[config.mk]
export PLATFORM = sky130hd
export DESIGN_NAME = write_back_stage_param
export DESIGN_NICKNAME = d
export VERILOG_FILES = /design/src/rtl/write_back_stage_param.sv
export SDC_FILE = /design/constraint.sdc
export NUM_CORES = 1
export LEC_CHECK = 0
export ABC_AREA = 1
export CAP_MARGIN = 20
export CORE_ASPECT_RATIO = 0.75
export CORE_MARGIN = 2
export CORE_UTILIZATION = 38
export DETAILED_ROUTE_END_ITERATION = 10
export MAX_ROUTING_LAYER = met4
export PLACE_DENSITY_LB_ADDON = 0.3
export SYNTH_ARGS = -nofsm -noshare
export SYNTH_HDL_FRONTEND = slang
export SYNTH_SLANG_ARGS = --single-unit
[constraint.sdc]
create_clock -name i_clk -period 2.1 [get_ports i_clk]
set_input_delay 0.315 -clock i_clk [delete_from_list [all_inputs] [get_ports i_clk]]
set_output_delay 0.315 -clock i_clk [all_outputs]
set_load 0.02 [all_outputs]
[src/rtl/write_back_stage_param.sv]
// Write-back pipeline register: selects ALU/load/link result, formats loads, suppresses x0 writes.
// Optional retired-instruction counter is built when macro RETIRE_COUNT_EN is defined.
module write_back_stage_param #(
    parameter int XLEN      = 64,
    parameter int RF_ADDR_W = 5
) (
    input  logic                 i_clk,
    input  logic                 i_rst,
    input  logic                 i_stall,
    input  logic                 i_flush,
    input  logic                 i_valid,
    input  logic [31:0]          i_instruction,
    input  logic [XLEN-1:0]      i_alu_result,
    input  logic [XLEN-1:0]      i_mem_data,
    input  logic [XLEN-1:0]      i_pc_plus4,
    input  logic                 i_reg_write,
    input  logic [1:0]           i_wb_sel,
    output logic [RF_ADDR_W-1:0] o_rd_index,
    output logic [XLEN-1:0]      o_rd_data,
    output logic                 o_rd_we,
    output logic                 o_valid
`ifdef RETIRE_COUNT_EN
    ,
    output logic [63:0]          o_retire_count
`endif
);

    logic [RF_ADDR_W-1:0] rd_index_d, rd_index_q;
    logic [XLEN-1:0]      rd_data_d,  rd_data_q;
    logic                 rd_we_d,    rd_we_q;
    logic                 valid_d,    valid_q;
    logic [RF_ADDR_W-1:0] rd;
    logic [2:0]           funct3;
    logic [XLEN-1:0]      load_val;
    logic [XLEN-1:0]      wb_val;
    logic                 capture;
    logic                 unused_instr_bits;

    assign rd       = i_instruction[RF_ADDR_W+6:7];
    assign funct3   = i_instruction[14:12];
    assign capture  = !i_flush && !i_stall;
    assign unused_instr_bits = ^{i_instruction[31:RF_ADDR_W+7], i_instruction[6:0]};

    // Size casts of $signed operands sign-extend; at XLEN=32 the word cases collapse to pass-through.
    always_comb begin
        load_val = i_mem_data;
        case (funct3)
            3'b000:  load_val = XLEN'($signed(i_mem_data[7:0]));
            3'b100:  load_val = XLEN'(i_mem_data[7:0]);
            3'b001:  load_val = XLEN'($signed(i_mem_data[15:0]));
            3'b101:  load_val = XLEN'(i_mem_data[15:0]);
            3'b010:  load_val = XLEN'($signed(i_mem_data[31:0]));
            3'b110:  load_val = XLEN'(i_mem_data[31:0]);
            default: load_val = i_mem_data;
        endcase
    end

    always_comb begin
        case (i_wb_sel)
            2'b01:   wb_val = load_val;
            2'b10:   wb_val = i_pc_plus4;
            default: wb_val = i_alu_result;
        endcase
    end

    always_comb begin
        rd_index_d = rd_index_q;
        rd_data_d  = rd_data_q;
        rd_we_d    = rd_we_q;
        valid_d    = valid_q;
        if (i_flush) begin
            // Index and data hold so forwarding sees stable values; only the live bits drop.
            valid_d = 1'b0;
            rd_we_d = 1'b0;
        end else if (!i_stall) begin
            valid_d    = i_valid;
            rd_index_d = rd;
            rd_data_d  = wb_val;
            rd_we_d    = i_valid && i_reg_write && (rd != '0);
        end
    end

    always_ff @(posedge i_clk) begin
        if (i_rst) begin
            rd_index_q <= '0;
            rd_data_q  <= '0;
            rd_we_q    <= 1'b0;
            valid_q    <= 1'b0;
        end else begin
            rd_index_q <= rd_index_d;
            rd_data_q  <= rd_data_d;
            rd_we_q    <= rd_we_d;
            valid_q    <= valid_d;
        end
    end

    assign o_rd_index = rd_index_q;
    assign o_rd_data  = rd_data_q;
    assign o_rd_we    = rd_we_q;
    assign o_valid    = valid_q;

`ifdef RETIRE_COUNT_EN
    logic [63:0] retire_cnt_d, retire_cnt_q;

    always_comb begin
        retire_cnt_d = retire_cnt_q;
        if (capture && i_valid)
            retire_cnt_d = retire_cnt_q + 64'd1;
    end

    always_ff @(posedge i_clk) begin
        if (i_rst)
            retire_cnt_q <= '0;
        else
            retire_cnt_q <= retire_cnt_d;
    end

    assign o_retire_count = retire_cnt_q;
`else
    logic unused_capture;
    assign unused_capture = capture;
`endif

endmodule

==> impl_metrics.toml, run 1 <==
[run_status]
status = "complete, no violations"

[clocking]
htreeDepth = 3
root_buffer = "clkbuf_16"
postCtsHoldBufs = 0
cts_buffers = 9
postCtsSetupBuffers = 0
clkSlewWorstSetupHoldPaths_ps = 60
clock-sinks = 71
ctsResizeCount = 0
cts_tree = "built"
worstSkewPairLatency_ps = 320
clockBufferDepth = 2

[floorplanning]
coreArea_sq_um = 12900
initial_core_util_pct = 38.8
die_w_um = 137
die_h_um = 104
rows = 36
dieArea_sq_um = 14200
io_pins = 303

[drt]
dr_total_vias = 5727
drtPass1Iterations = 4
routed_via_density = 4.87
drc_errors = 0
drtIter0Drc = 264
wl_um = 17700
drtAntennaViolNets = 0
wl_per_cell_um = 15.0

[yosys]
synth_flop_cell = "dfxtp_1"
synthTopCellsByCount = "nand2_1, nor2_1, a21oi_1, dfxtp_1, o21ai_0"
ys_top_cells_by_area = "dfxtp_1, nand2_1, a21oi_1"
ys.warnings.count = 0
synth_top_area_cell = "dfxtp_1"
synth_edf_count = 0
synth_seq_cells = 71
syn_area_per_cell_sq_um = 6.72
syn_inst = 747
synth.yosys.seq_area_share_pct = 28.3
synth_most_common_cell = "nand2_1"
synthArstFlopShare_pct = 0
synth_area_sq_um = 5020
syn-num-nets = 981
synth.distinct_cells = 35
synth_top_cell_area_share_pct = 28.3

[sta]
tightest_slew_ps = 556
final_max_slew_viol_count = 0
fin_worst_skew_ps = 0
rsz0062_at_grt = "false"
clock.fmax_mhz = 595
max_slew_margin_pct = 62.9
fin_crit_sh_pct = 80.0
finalSetupViolations = 0
fin_crit_ps = 1680
setup_tns_ps = 0
hold_viol_final = 0

[hold_path]
worstHoldPathCells = 2
hold_class = "flop to flop"

[power]
pwr_density_cell_nw_per_um2 = 532
p_leak_uw = 0.00325
finalPower_uw = 4280
ir_drop_v = 0.000363

[cells_and_area]
syn2layout_area_growth_pct = 60.3
fin_nets = 1235
fin_util_pct = 62.3
layout-drive-gt1-share_pct = 12.0
antenna_cells = 0

[job]
maxCapViolCount = 0

[global_routing]
antenna_found_initial = 0
grt_pass1_wl_um = 27100
grt_max_degree = 55
grt.total_usage_pct = 24.8
first_global_vias = 5396
grt_overflow = 0

[worst_setup_path]
critical_path_depth = 9
r2r-start = "o_rd_data[6]"
path_delay_family = "buffers and inverters"
crit_buf_inv = 2
crit_type = "input pin to flop"
cp.arrival_ps = 1880
worstSetupEndpointType = "flop"
ff2ff_setup_slack_ps = 1430
cp_data_required_time_ps = 2300
path_cells = "clkdlybuf4s50_1 > buf_12 > nor2_4 > nand2_4 > nand2_8 > o21bai_2 > nand2_1 > nand2_1 > a21oi_2"
slowest_stage = "clkdlybuf4s50_1"
path_max_fanout = 32
path_common_cell = "nand2_1"
cp_slowest_stage_delay_ps = 520
reg2reg_depth = 2
critPathCapture = "o_rd_data[40]"
r2r-end = "o_rd_data[6]"
start_kind = "input pin"
startpoint = "i_instruction[13]"

[placed_design]
port_buffers = 278
gp_routability_congestion = 0.873
dp_hpwl_um = 12700
## worst min path at each step
stage,startpoint,to
after global placement,o_valid,o_valid
after floorplan,i_instruction[7],o_rd_index[0]
final,o_valid,o_valid
after global routing,o_rd_data[16],o_rd_data[16]
after detailed placement,o_valid,o_valid
after CTS,o_valid,o_valid
## placed cells by master, fill, tap and decap left out, types with 3 or more instances in the layout
cell / instances
clkdlybuf4s50_1: 277
nand2_1: 223
nor2_1: 102
a21oi_1: 87
dfxtp_1: 71
o21ai_0: 54
o21bai_2: 30
a21oi_2: 30
inv_1: 25
buf_4: 18
nand3_1: 16
clkbuf_16: 9
o21ai_1: 8
a31oi_1: 8
buf_12: 8
a22o_1: 7
nand2_2: 5
nand2_4: 4
clkinv_2: 3
## tightest hold or removal path: stages, from the launching register on
cell and delay (ps):
dfxtp_1 310, nand2_1 50, a21oi_1 50
## power breakdown
group          switching [uW]  internal, uW  total [uW]
registers                39.0          1430        1470
clock network             590           800        1390
logic                     678           748        1430
## state kept, by name, summed over array words and instances, names as in the netlist
| signal | count |
|---|---|
| o_rd_index | 5 |
| o_rd_we | 1 |
| o_rd_data | 64 |
| o_valid | 1 |
## final cells by class
class	instances	area (sq um)
clock buffer	11	233
sequential	71	1420
inverter	29	110
tap	171	214
multi-input combinational	586	2960
fill	1211	4880
timing repair buffer	304	3070
clock inverter	5	35.0
## metal layers
metal	vias to the layer above	GRT usage (%)	share of wire (%)
met1	2535	30.8	43
met4	0	7.07	1.9
li1	2939	-	-
met2	230	39.3	46
met5	-	-	0
met3	23	6.80	9.4
## cell families (layout without fill, tap and decap cells)
group,after synthesis,in the layout,share of synthesized area [%]
compound gates,227,227,29.7
simple gates,357,357,28.8
fa+ha+maj,2,2,0.498
flops,71,71,28.3
buf+inv,90,349,12.8
## through the flow
stage	setup WS [ps]	hold slack, ps	std cells	cell area [sq um]
3_3_place_gp	109	443	1161	7780
2_1_floorplan	566	450	747	5020
4_1_cts	389	460	1177	8050
6_report	419	452	1177	8050
3_5_place_dp	43.6	452	1161	7780
5_1_grt	228	480	1177	8050
Note: power is estimated with default switching activity, not from simulation.
==> inputs of run 2 (changes only) <==
==> constraint.sdc (replaced) <==
create_clock -name i_clk -period 1.6 [get_ports i_clk]
set_input_delay 0.24 -clock i_clk [delete_from_list [all_inputs] [get_ports i_clk]]
set_output_delay 0.24 -clock i_clk [all_outputs]
set_load 0.02 [all_outputs]
==> run 2 against run 1 <==
- first-iteration DRC count increased by 5.7%
- sequential power up 31%
- clock-buffer cell count fell by 2
- non-clock buffer count is 16 higher
- utilization is 2.0 points higher
- hold slack worse by 200 ps
- sequential share of layout area shrank 0.54 points
==> impl_metrics.toml, run 2 (synthesis results as in run 1) <==
[cells_and_area]
final_common_cell = "clkdlybuf4s50_1"
fin_nets = 1251
stdcell_count = 1192
layout-drive-gt1-share_pct = 13.7
syn2layout_area_growth_pct = 65.4
layout_common_cells = "clkdlybuf4s50_1, nand2_1, nor2_1"
antenna_cells = 0
largest_reg_flops = 64

[global_routing]
grt_overflow = 0
grt_pass1_wl_um = 27400
antenna_found_initial = 0
grt_max_degree = 50
grt.total_usage_pct = 25.3
first_global_vias = 5526

[job]
maxCapViolCount = 0

[clocking]
clock-sinks = 71
clkSlewWorstSetupHoldPaths_ps = 60
ctsResizeCount = 0
worstSkewPairLatency_ps = 340
cts_tree = "built"
cts_buffers = 9
postCtsHoldBufs = 0
postCtsSetupBuffers = 0
root_buffer = "clkbuf_16"
htreeDepth = 3
clockBufferDepth = 2

[drt]
drtAntennaViolNets = 0
drc_errors = 0
drtPass1Iterations = 5
drtIter0Drc = 279
wl_um = 18000
routed_via_density = 4.93
wl_per_cell_um = 15.1
dr_total_vias = 5875

[worst_setup_path]
start_kind = "flop"
reg2reg_depth = 2
worstSetupEndpointType = "output port"
crit_buf_inv = 1
r2r-start = "o_rd_data[6]"
slowest_stage = "clkdlybuf4s50_1"
path_cells = "clkdlybuf4s50_1"
path_max_fanout = 2
r2r-end = "o_rd_data[6]"
ff2ff_setup_slack_ps = 940
cp_slowest_stage_delay_ps = 650
crit_type = "flop to output port"
cp_data_required_time_ps = 1360
path_delay_family = "buffers and inverters"
cp.arrival_ps = 1330

[floorplanning]
rows = 36
die_w_um = 137
coreArea_sq_um = 12900
initial_core_util_pct = 38.8
io_pins = 303
die_h_um = 104
dieArea_sq_um = 14200

[sta]
setup_tns_ps = 0
max_slew_margin_pct = 62.9
fin_crit_ps = 1570
fin_worst_skew_ps = 0
final_max_slew_viol_count = 0
finalSetupViolations = 0
clock.fmax_mhz = 639
fin_crit_sh_pct = 97.8
hold_viol_final = 0
rsz0062_at_grt = "false"
tightest_slew_ps = 556

[placed_design]
dp_cells = 1176
gp_routability_congestion = 0.906
port_buffers = 278
dp_hpwl_um = 13200

[run_status]
status = "complete, no violations"

[hold_path]
worstHoldPathCells = 3
hp-start = "i_rst"
hold-path-endpoint = "o_valid"
hold_class = "input pin to flop"

[power]
clkPwrFrac_pct = 32.1
p_int_uw = 3970
power.switching_uw = 1780
ir_drop_v = 0.000452
p_leak_uw = 0.00343
seq_power_share_pct = 33.6
pwr_density_cell_nw_per_um2 = 692
switching_share_pct = 30.9
combinationalPowerShare_pct = 34.3
==> run 2: changes by cell type in the layout (fill, tap and decap cells not counted), sizes merged <==
cell / previous run / this run
clkbuf: 11 / 10
clkdlybuf4s50: 277 / 273
clkinvlp: 1 / 2
buf: 27 / 42
dlymetal6s2s: 0 / 4
==> run 2: layer usage <==
| layer | up-vias | GRT usage [%] | wire length [um] |
|---|---|---|---|
| li1 | 2970 | - | - |
| met1 | 2625 | 29.4 | 7330 |
| met3 | 25 | 7.34 | 1720 |
| met5 | - | - | 0 |
| met2 | 255 | 41.6 | 8660 |
| met4 | 0 | 8.48 | 323 |
==> run 2: cell type report <==
class / count / area (sq um)
Inverter: 29 / 113
Fill cell: 1203 / 4620
Clock buffer: 9 / 225
Clock inverter: 6 / 38.8
Sequential cell: 71 / 1420
Tap cell: 171 / 214
Timing Repair Buffer: 320 / 3310
Multi-Input combinational cell: 586 / 2980
==> run 2: worst max path at each step <==
| stage | startpoint | endpoint | slack [ps] | depth (start not counted) |
|---|---|---|---|---|
| 2_1_floorplan | i_wb_sel[0] | o_rd_data[36] | 140 | 8 |
| 3_3_place_gp | i_wb_sel[0] | o_rd_data[56] | -300 | 9 |
| 3_5_place_dp | i_wb_sel[0] | o_rd_data[56] | -310 | 9 |
| 4_1_cts | o_rd_data[57] | o_rd_data[57] | 9 | 1 |
| 5_1_grt | o_rd_data[55] | o_rd_data[55] | 2 | 1 |
| 6_report | o_rd_data[31] | o_rd_data[31] | 30 | 1 |
==> run 2: through the flow <==
step	utilization (%)	worst slack (ps)	power (uW)	instance area [sq um]	hold WS [ps]
2_1_floorplan	-	141	2940	5020	375
3_3_place_gp	61.7	-301	3900	7980	449
3_5_place_dp	61.7	-313	3910	7980	452
4_1_cts	63.8	9.15	5770	8250	236
5_1_grt	64.2	2.03	6040	8300	249
6_report	64.2	34.7	5750	8300	254
==> run 2: power by group through the flow <==
stage | Sequential (uW) | Clock, uW | Combinational [uW]
4_1_cts | 1930 | 1890 | 1950
3_3_place_gp | 1960 | 0 | 1930
2_1_floorplan | 2100 | 0 | 841
5_1_grt | 1940 | 1960 | 2140
6_report | 1930 | 1850 | 1970
3_5_place_dp | 1970 | 0 | 1940
